## config.mk

```make
export PLATFORM = sky130hd
export DESIGN_NAME = id_ex_stage
export DESIGN_NICKNAME = d
export VERILOG_FILES = /design/src/rtl/riscv_pkg.sv /design/src/rtl/imm_gen.sv /design/src/rtl/id_ex_stage.sv
export SDC_FILE = /design/constraint.sdc
export NUM_CORES = 1
export LEC_CHECK = 0
export CAP_MARGIN = 20
export CORE_MARGIN = 2
export CORE_UTILIZATION = 38
export DETAILED_ROUTE_END_ITERATION = 7
export PLACE_DENSITY = 0.76
export SYNTH_ARGS = -nofsm -noshare
export SYNTH_HDL_FRONTEND = slang
export SYNTH_SLANG_ARGS = --single-unit
```

## constraint.sdc

```tcl
create_clock -name clk -period 1.4 [get_ports clk]
set_input_delay 0.14 -clock clk [delete_from_list [all_inputs] [get_ports clk]]
set_output_delay 0.14 -clock clk [all_outputs]
set_load 0.03 [all_outputs]
```

## src/rtl/riscv_pkg.sv

```systemverilog
// RV32I encodings, ALU op codes and the decoded-control record shared by the
// decode stage and the ALU.
package riscv_pkg;

   localparam logic [6:0] OPC_LOAD   = 7'b0000011;
   localparam logic [6:0] OPC_OP_IMM = 7'b0010011;
   localparam logic [6:0] OPC_AUIPC  = 7'b0010111;
   localparam logic [6:0] OPC_STORE  = 7'b0100011;
   localparam logic [6:0] OPC_OP     = 7'b0110011;
   localparam logic [6:0] OPC_LUI    = 7'b0110111;
   localparam logic [6:0] OPC_BRANCH = 7'b1100011;
   localparam logic [6:0] OPC_JALR   = 7'b1100111;
   localparam logic [6:0] OPC_JAL    = 7'b1101111;

   localparam logic [6:0] F7_BASE = 7'b0000000;
   localparam logic [6:0] F7_ALT  = 7'b0100000;

   localparam logic [3:0] ALU_ADD  = 4'b0000;
   localparam logic [3:0] ALU_SUB  = 4'b1000;
   localparam logic [3:0] ALU_SLL  = 4'b0001;
   localparam logic [3:0] ALU_SLT  = 4'b0010;
   localparam logic [3:0] ALU_SLTU = 4'b0011;
   localparam logic [3:0] ALU_XOR  = 4'b0100;
   localparam logic [3:0] ALU_SRL  = 4'b0101;
   localparam logic [3:0] ALU_SRA  = 4'b1101;
   localparam logic [3:0] ALU_OR   = 4'b0110;
   localparam logic [3:0] ALU_AND  = 4'b0111;

   typedef enum logic [1:0] {A_RS1, A_PC, A_ZERO} a_sel_t;
   typedef enum logic [2:0] {B_RS2, B_IMM_I, B_SHAMT, B_IMM_S, B_IMM_U, B_FOUR} b_sel_t;

   typedef struct packed {
      logic [3:0] alu_op;
      a_sel_t     a_sel;
      b_sel_t     b_sel;
      logic       rd_we;
      logic       mem_re;
      logic       mem_we;
      logic       branch;
      logic       jump;
      logic       illegal;
   } ctrl_t;

   // Raw decode of one instruction word; the caller decides what an illegal
   // beat is allowed to drive.
   function automatic ctrl_t decode(input logic [31:0] instr);
      ctrl_t      c;
      logic [6:0] opcode;
      logic [6:0] f7;
      logic [2:0] f3;
      opcode    = instr[6:0];
      f7        = instr[31:25];
      f3        = instr[14:12];
      c.alu_op  = ALU_ADD;
      c.a_sel   = A_RS1;
      c.b_sel   = B_RS2;
      c.rd_we   = 1'b0;
      c.mem_re  = 1'b0;
      c.mem_we  = 1'b0;
      c.branch  = 1'b0;
      c.jump    = 1'b0;
      c.illegal = 1'b0;
      case (opcode)
         OPC_OP: begin
            c.rd_we  = 1'b1;
            c.alu_op = {f7[5], f3};
            if (f7 != F7_BASE && f7 != F7_ALT) c.illegal = 1'b1;
            if (f7 == F7_ALT && f3 != 3'b000 && f3 != 3'b101) c.illegal = 1'b1;
         end
         OPC_OP_IMM: begin
            c.rd_we  = 1'b1;
            c.b_sel  = B_IMM_I;
            c.alu_op = {(f3 == 3'b101) ? f7[5] : 1'b0, f3};
            if (f3 == 3'b001) begin
               c.b_sel = B_SHAMT;
               if (f7 != F7_BASE) c.illegal = 1'b1;
            end
            if (f3 == 3'b101) begin
               c.b_sel = B_SHAMT;
               if (f7 != F7_BASE && f7 != F7_ALT) c.illegal = 1'b1;
            end
         end
         OPC_LOAD: begin
            c.rd_we  = 1'b1;
            c.mem_re = 1'b1;
            c.b_sel  = B_IMM_I;
         end
         OPC_STORE: begin
            c.mem_we = 1'b1;
            c.b_sel  = B_IMM_S;
         end
         OPC_BRANCH: begin
            c.branch = 1'b1;
            case (f3[2:1])
               2'b00:   c.alu_op = ALU_SUB;
               2'b10:   c.alu_op = ALU_SLT;
               2'b11:   c.alu_op = ALU_SLTU;
               default: c.alu_op = ALU_ADD;
            endcase
         end
         OPC_LUI: begin
            c.rd_we = 1'b1;
            c.a_sel = A_ZERO;
            c.b_sel = B_IMM_U;
         end
         OPC_AUIPC: begin
            c.rd_we = 1'b1;
            c.a_sel = A_PC;
            c.b_sel = B_IMM_U;
         end
         OPC_JAL, OPC_JALR: begin
            c.rd_we = 1'b1;
            c.jump  = 1'b1;
            c.a_sel = A_PC;
            c.b_sel = B_FOUR;
         end
         default: c.illegal = 1'b1;
      endcase
      if (instr[1:0] != 2'b11) c.illegal = 1'b1;
      if (instr[11:7] == 5'd0) c.rd_we = 1'b0;
      return c;
   endfunction

endpackage

```

## src/rtl/imm_gen.sv

```systemverilog
// RV32I immediate extraction for every instruction format.
module imm_gen (
   input  logic [31:0] instr,
   output logic [31:0] imm_i,
   output logic [31:0] imm_s,
   output logic [31:0] imm_b,
   output logic [31:0] imm_u,
   output logic [31:0] imm_j
);

   assign imm_i = {{20{instr[31]}}, instr[31:20]};
   assign imm_s = {{20{instr[31]}}, instr[31:25], instr[11:7]};
   assign imm_b = {{19{instr[31]}}, instr[31], instr[7], instr[30:25], instr[11:8], 1'b0};
   assign imm_u = {instr[31:12], 12'b0};
   assign imm_j = {{11{instr[31]}}, instr[31], instr[19:12], instr[20], instr[30:21], 1'b0};

endmodule

```

## src/rtl/id_ex_stage.sv

```systemverilog
// RV32I decode plus the ID/EX pipeline register feeding the ALU, with a
// valid/ready handshake on both sides and a synchronous flush.
module id_ex_stage
   import riscv_pkg::*;
#(
   parameter int XLEN          = 32,
   parameter bit CHECK_ILLEGAL = 1'b1
) (
   input  logic            clk,
   input  logic            rst_n,
   input  logic            flush_i,
   input  logic            if_valid_i,
   output logic            if_ready_o,
   input  logic [XLEN-1:0] if_pc_i,
   input  logic [31:0]     if_instr_i,
   input  logic [XLEN-1:0] rs1_data_i,
   input  logic [XLEN-1:0] rs2_data_i,
   output logic            ex_valid_o,
   input  logic            ex_ready_i,
   output logic [XLEN-1:0] alu_a_o,
   output logic [XLEN-1:0] alu_b_o,
   output logic [3:0]      aluctrl_o,
   output logic [4:0]      rd_o,
   output logic            rd_we_o,
   output logic            mem_re_o,
   output logic            mem_we_o,
   output logic [2:0]      funct3_o,
   output logic [XLEN-1:0] store_data_o,
   output logic            branch_o,
   output logic            jump_o,
   output logic [XLEN-1:0] pc_o,
   output logic            illegal_o
);

   logic            transfer;
   logic            load;
   ctrl_t           ctrl;
   logic [31:0]     imm_i, imm_s, imm_b, imm_u, imm_j;
   logic [XLEN-1:0] op_a;
   logic [XLEN-1:0] op_b;
   logic [XLEN-1:0] store_data;
   logic            unused_imm;

   imm_gen u_imm_gen (
      .instr (if_instr_i),
      .imm_i (imm_i),
      .imm_s (imm_s),
      .imm_b (imm_b),
      .imm_u (imm_u),
      .imm_j (imm_j)
   );

   // Branch/jump targets are formed downstream, so these two are not needed here.
   assign unused_imm = ^{imm_b, imm_j};

   assign if_ready_o = flush_i | ~ex_valid_o | ex_ready_i;
   assign transfer   = if_valid_i & if_ready_o;
   assign load       = transfer & ~flush_i;

   // NOTE: every field of ctrl is assigned before any conditional override,
   // so no latch can be inferred from this block.
   always_comb begin
      ctrl = decode(if_instr_i);
      if (!CHECK_ILLEGAL) ctrl.illegal = 1'b0;
      if (ctrl.illegal) begin
         ctrl.alu_op = ALU_ADD;
         ctrl.rd_we  = 1'b0;
         ctrl.mem_re = 1'b0;
         ctrl.mem_we = 1'b0;
         ctrl.branch = 1'b0;
         ctrl.jump   = 1'b0;
      end
   end

   always_comb begin
      op_a = rs1_data_i;
      case (ctrl.a_sel)
         A_PC:    op_a = if_pc_i;
         A_ZERO:  op_a = '0;
         default: op_a = rs1_data_i;
      endcase
   end

   always_comb begin
      op_b = rs2_data_i;
      case (ctrl.b_sel)
         B_IMM_I: op_b = imm_i;
         B_SHAMT: op_b = {27'd0, if_instr_i[24:20]};
         B_IMM_S: op_b = imm_s;
         B_IMM_U: op_b = imm_u;
         B_FOUR:  op_b = 32'd4;
         default: op_b = rs2_data_i;
      endcase
   end

   assign store_data = ctrl.mem_we ? rs2_data_i : '0;

   // NOTE: sequential state uses non-blocking assignments so every register
   // samples the pre-edge values regardless of statement order.
   always_ff @(posedge clk or negedge rst_n) begin
      if (!rst_n) begin
         ex_valid_o   <= 1'b0;
         alu_a_o      <= '0;
         alu_b_o      <= '0;
         aluctrl_o    <= '0;
         rd_o         <= '0;
         rd_we_o      <= 1'b0;
         mem_re_o     <= 1'b0;
         mem_we_o     <= 1'b0;
         funct3_o     <= '0;
         store_data_o <= '0;
         branch_o     <= 1'b0;
         jump_o       <= 1'b0;
         pc_o         <= '0;
         illegal_o    <= 1'b0;
      end else begin
         if (flush_i)         ex_valid_o <= 1'b0;
         else if (transfer)   ex_valid_o <= 1'b1;
         else if (ex_ready_i) ex_valid_o <= 1'b0;

         // A flushed beat is accepted but never overwrites the held payload.
         if (load) begin
            alu_a_o      <= op_a;
            alu_b_o      <= op_b;
            aluctrl_o    <= ctrl.alu_op;
            rd_o         <= if_instr_i[11:7];
            rd_we_o      <= ctrl.rd_we;
            mem_re_o     <= ctrl.mem_re;
            mem_we_o     <= ctrl.mem_we;
            funct3_o     <= if_instr_i[14:12];
            store_data_o <= store_data;
            branch_o     <= ctrl.branch;
            jump_o       <= ctrl.jump;
            pc_o         <= if_pc_i;
            illegal_o    <= ctrl.illegal;
         end
      end
   end

endmodule

```

# Word level (Yosys, flattened, before mapping)
# Index checks and enable logic that the tools add are counted.
[op_classes]
eq_ne = 24
mux = 29
bitwise = 6
reduce_logical = 13
[ops]
columns = ["operator", "n"]
rows = [
  ["$pmux 32 s5", 1],
  ["$pmux 32 s2", 1],
  ["$mux 32", 1],
  ["$eq 7x6->1 const B", 4],
  ["$pmux 4 s3", 2],
  ["$eq 7x7->1 const B", 3],
  ["$mux 1", 17],
  ["$pmux 3 s5", 1],
  ["$eq 7x5->1 const B", 2],
  ["$reduce_or 7->1", 2],
  ["$eq 3x3->1 const B", 3],
  ["$eq 7x2->1 const B", 1],
  ["$ne 7x6->1 const B", 1],
  ["$reduce_bool 7->1", 1],
  ["$eq 2x2->1 const B", 3],
  ["$eq 3x1->1 const B", 2],
  ["$eq 3x2->1 const B", 2],
  ["$reduce_bool 3->1", 2],
  ["$logic_not 5->1", 1],
  ["$mux 5", 1],
  ["$mux 4", 1],
  ["$pmux 2 s2", 1],
  ["$reduce_or 2->1", 2],
  ["$logic_and 1x1->1", 3],
  ["11 further kinds", 14],
]
[word_totals]
ff_bits = 147
input_bits = 133
out_inout_bits = 148
elab_cells = 86

# Longest topological paths before layout
[logic_depth]
depth_word = 9
mapped_depth = 12
depth_no_buf = 8

# Hierarchy
# Synthesis repeated with hierarchy kept, for this count alone.
[unflattened]
hier_cells = 747
area_unflattened_um2 = 7840.0
[by_module_without_submodules]
columns = ["mod", "n_inst", "cells_per_inst", "area_each_um2", "seq_area_each_um2"]
rows = [
  ["id_ex_stage", 1, 586, 6635.1, 3678.5],
  ["imm_gen", 1, 161, 1204.9, 0.0],
]

# Worst setup path after synthesis
# OpenSTA, ideal clock, no wires.
[synth_path]
path_kind = "in2reg"
startpoint = "input port if_instr_i[3]"
endpoint = "register alu_a_o[10]"
setup_ps = 73
t_arrival_ps = 2198
slack_ps = -871
path_stages = 12
path_cell_list = "buf_4 > and4bb_2 > buf_4 > clkbuf_1 > nand3_1 > nand2_1 > ha_1 > clkbuf_1 > nor2b_1 > clkbuf_1 > a221oi_1 > nor2_1"
[synth_between]
elab_chain_cells = 5
word_cells_on_any_way = 9
classes_between = "eq/ne (6); mux (2); reduce/logical (1)"
[synth_lines]
columns = ["item", "line_no", "source"]
rows = [
  ["start, declared", "id_ex_stage.sv:15", "input logic [31:0] if_instr_i,"],
  ["$eq 7x7->1 or $eq 7x5->1 (tied branches)", "riscv_pkg.sv:63", "case (opcode)"],
  ["$reduce_or 3->1 (no line)", "n/a", ""],
  ["$pmux 2 s2 *", "riscv_pkg.sv:63", ""],
  ["$eq 2x2->1 or $eq 2x1->1 (tied branches)", "id_ex_stage.sv:77", "case (ctrl.a_sel)"],
  ["$pmux 32 s2 *", "id_ex_stage.sv:77", ""],
  ["end signal, assigned", "id_ex_stage.sv:123", "alu_a_o <= op_a;"],
  ["end, declared", "id_ex_stage.sv:20", "output logic [XLEN-1:0] alu_a_o,"],
]
# Mark *: on every way between the ends. The rest lies on a longest branch, timed or not.
# A chain may end at the register's enable or synchronous reset.

# Worst setup path after layout
[layout_path]
startpoint = "register ex_valid_o"
endpoint = "register alu_a_o[25]"
[layout_between]
elab_chain_cells = 5
[layout_lines]
columns = ["item", "line_no", "source"]
rows = [
  ["start, declared", "id_ex_stage.sv:18", "output logic ex_valid_o,"],
  ["start signal, assigned", "id_ex_stage.sv:102", "ex_valid_o <= 1'b0;"],
  ["start signal, assigned", "id_ex_stage.sv:117", "if (flush_i) ex_valid_o <= 1'b0;"],
  ["start signal, assigned", "id_ex_stage.sv:118", "else if (transfer) ex_valid_o <= 1'b1;"],
  ["$not 1->1", "id_ex_stage.sv:56", "assign if_ready_o = flush_i | ~ex_valid_o | ex_ready_i;"],
  ["$or 1x1->1 (2 in a row)", "id_ex_stage.sv:56", ""],
  ["$and 1x1->1", "id_ex_stage.sv:57", "assign transfer = if_valid_i & if_ready_o;"],
  ["$and 1x1->1", "id_ex_stage.sv:58", "assign load = transfer & ~flush_i;"],
]
# Every way passes these cells.

==> impl_metrics.tcl <==
set metrics [dict create \
    ios 281 \
    switchingPower_mw 4.24 \
    ant_nets 0 \
    syn_area_per_cell_um2 10.1 \
    finalWorstSetupSlack_ns -0.164 \
    r2r_slack_ns -0.16 \
    hold_ws_ns 0.143 \
    grtUsageTotal_pct 27.7 \
    worst_pin_slew_ns 0.417 \
    drive_above_1_share_pct 26.3 \
    clkSlewWorstSetupHoldPaths_ns 0.06 \
    hp-start "if_instr_i[3]" \
    h-tree-depth 4 \
    first_global_vias 6711 \
    ys_seq_elements 147 \
    worstPathRequired_ns 1.70 \
    wl_per_cell_um 21.4 \
    power_density_mw_per_mm2 1140 \
    clock_latency_ns 0.42 \
    setup_viol 132 \
    hp-class "in2reg" \
    slew_headroom_pct 72.1 \
    clockBufferDepth 2 \
    tns_ns -8.78 \
    crit_chain "nand2b_4, buf_4, and2_4, buf_4, clkbuf_16, buf_12, nor2_1, nor2_1" \
    antenna_found_initial 0 \
    diodes 0 \
    routed_via_density 5.41 \
    failed_checks "negative setup slack" \
    fmax_mhz 639 \
    holdPathStages 3 \
    ir_drop_uv 830 \
    async_flop_share_pct 100 \
    reg2reg_from "ex_valid_o$_DFFE_PN0P_" \
    syn-instance-count 644 \
    rr_endpoint "alu_a_o[25]$_DFFE_PN0P_" \
    slew_viol_final 0 \
    drc 0 \
    place.gp.congestion 0.815 \
    root_buffer "clkbuf_16" \
    crit_slowest_cell "dfrtp_2" \
    seqPwrFrac_pct 36.7 \
    die_area_mm2 0.0181 \
    total_power_mw 13.6 \
    drv_cap 0 \
    crit_path_end_kind "register" \
    final_cell_mix "nand2_1 (151), dfrtp_1 (146), dlygate4sd2_1 (141)" \
    num_vias 6724 \
    wirelength_mm 26.6 \
    worst_ep_arrival_time_ns 1.86 \
    comb_power_share_pct 26.9 \
    numCtsBuffers 17 \
    rsz0062_at_grt "true" \
    intPower_mw 9.37 \
    grt_overflow_total 0 \
    rr_worst_depth 8 \
    period_share_pct 112 \
    firstDrtPassIters 4 \
    hold_viol 0 \
    grt_pass1_wl_mm 38.3 \
    syn-cell-area_mm2 0.00648 \
    p_sw_share_pct 31.2 \
    grt_max_degree 47 \
    ys.flop_type "dfrtp_1" \
    design.core.area_mm2 0.0166 \
    port_buffers 280 \
    skew_ns 0.00944 \
    power_frac_clock_pct 36.4 \
    seq_area_frac_synth_pct 56.8 \
    dieWidth_um 135 \
    place_hpwl_mm 16.2 \
    cts_sinks 147 \
    synth_fp_nets 778 \
    cp-start-kind "register" \
    synth_edf_count 0 \
    areaGrowthSynthToFinish_pct 84.4 \
    fill_cells 1219 \
    num_rows 47 \
    start_util_pct 38.9 \
    status "complete, but fails checks" \
    final_common_cell "nand2_1" \
    ys_warn_count 0 \
    final_nets 1145 \
    die_h_um 135 \
    p_leak_nw 5.60 \
    min_period_ns 1.56 \
    drtIter0Drc 439 \
    holdPathEnd "branch_o$_DFFE_PN0P_" \
    synth_cell_types 51 \
    critPathMaxFanout 5 \
    cts_tree "built" \
    max_stage_delay_ns 0.38 \
    critical_path_class "reg2reg" \
]
## layout make-up
type | count | area [um^2] | share of cell area, %
Timing Repair Buffer | 398 | 4210 | 35.2
Sequential cell | 147 | 3680 | 30.8
Multi-Input combinational cell | 425 | 3070 | 25.7
Clock buffer | 22 | 484 | 4.05
Tap cell | 220 | 275 | 2.30
Clock inverter | 8 | 150 | 1.26
Inverter | 22 | 82.6 | 0.691
## power groups by stage
stage	Sequential (mW)	Combinational, mW	Clock, mW
after global routing	5.06	3.86	5.22
after global placement	5.05	3.63	0
after detailed placement	5.06	3.67	0
final	5.00	3.66	4.95
after floorplan	6.02	0.779	0
after CTS	4.98	3.48	5.02
## metal layers
layer | GRT usage (%) | routed length [um] | up-vias
met4 | 10.8 | 782 | 0
li1 | - | - | 3016
met3 | 6.31 | 1840 | 64
met2 | 43.4 | 12600 | 320
met5 | 0 | 0 | -
met1 | 37.5 | 11300 | 3324
## registers in the layout, summed over array words and instances, names as in the netlist, 3 cells and up
register,flops
aluctrl_o,4
rd_o,5
funct3_o,3
alu_a_o,32
store_data_o,32
pc_o,32
alu_b_o,32
## Yosys cell counts, drive strengths merged (2+ instances only)
cell type  instances  area [um^2]
nor2             102          383
o41ai              4         35.0
a22oi              2         15.0
a221oi            54          542
a32oi              9         78.8
inv               22         82.6
a22o              37          324
nand2b             2         12.5
buf               17          123
a21oi              8         40.0
nand2            154          578
a211oi             2         15.0
o31ai              4         43.8
o21a               2         15.0
nand3              4         25.0
or2                2         12.5
nor4               2         27.5
nor2b              4         25.0
a31oi              2         12.5
clkbuf            34          128
a21o               2         15.0
o21ai              3         15.0
nand3b             2         27.5
nor3               3         20.0
dfrtp            147         3680
and2               4         25.0
## how the worst max path moves through the flow
stage / endpoint / slack, ns / cells past startpoint / startpoint
after floorplan: alu_a_o[10]$_DFFE_PN0P_ / -0.51 / 11 / if_instr_i[6]
after global placement: alu_a_o[0]$_DFFE_PN0P_ / -1.26 / 8 / if_instr_i[6]
after detailed placement: alu_a_o[0]$_DFFE_PN0P_ / -1.36 / 8 / if_instr_i[1]
after CTS: store_data_o[15]$_DFFE_PN0P_ / -0.13 / 7 / ex_valid_o$_DFFE_PN0P_
after global routing: alu_a_o[25]$_DFFE_PN0P_ / -0.20 / 8 / ex_valid_o$_DFFE_PN0P_
final: alu_a_o[25]$_DFFE_PN0P_ / -0.16 / 8 / ex_valid_o$_DFFE_PN0P_
## cell families (layout without fill, tap and decap cells)
group / Yosys count / after routing / share of synthesized area (%)
buf+inv: 73 / 450 / 5.14
fa+ha+maj: 1 / 1 / 0.193
xor+xnor: 1 / 1 / 0.135
flops: 147 / 147 / 56.8
compound gates: 138 / 138 / 19.6
simple gates: 284 / 285 / 18.2
## per-stage QoR
step / utilization [%] / area, um^2 / setup slack (ns) / cells
global placement: 61.8 / 10300 / -1.26 / 1165
finish: 71.8 / 11900 / -0.164 / 1242
global route: 71.8 / 11900 / -0.199 / 1242
floorplan: - / 6900 / -0.506 / 644
detailed placement: 61.8 / 10300 / -1.36 / 1165
CTS: 69.2 / 11500 / -0.133 / 1227
## critical path, delay by kind of cell (launching register included)
kind / cells / cell delay (ns)
buffers and inverters: 4 / 0.60
and+or+nand+nor: 4 / 0.47
DFF: 1 / 0.38
## repair_timing
| action | 4_1_cts | 5_1_grt |
|---|---|---|
| pin swaps | 26 | 25 |
| setup buffers | 22 | 8 |
| setup endpoints to repair | 253 | 127 |
| gates cloned | 11 | 11 |
| gates resized for setup | 223 | 54 |
| hold endpoints to repair | 147 | 0 |
| hold buffers | 1 | 0 |
(Power assumes the default switching activity.)
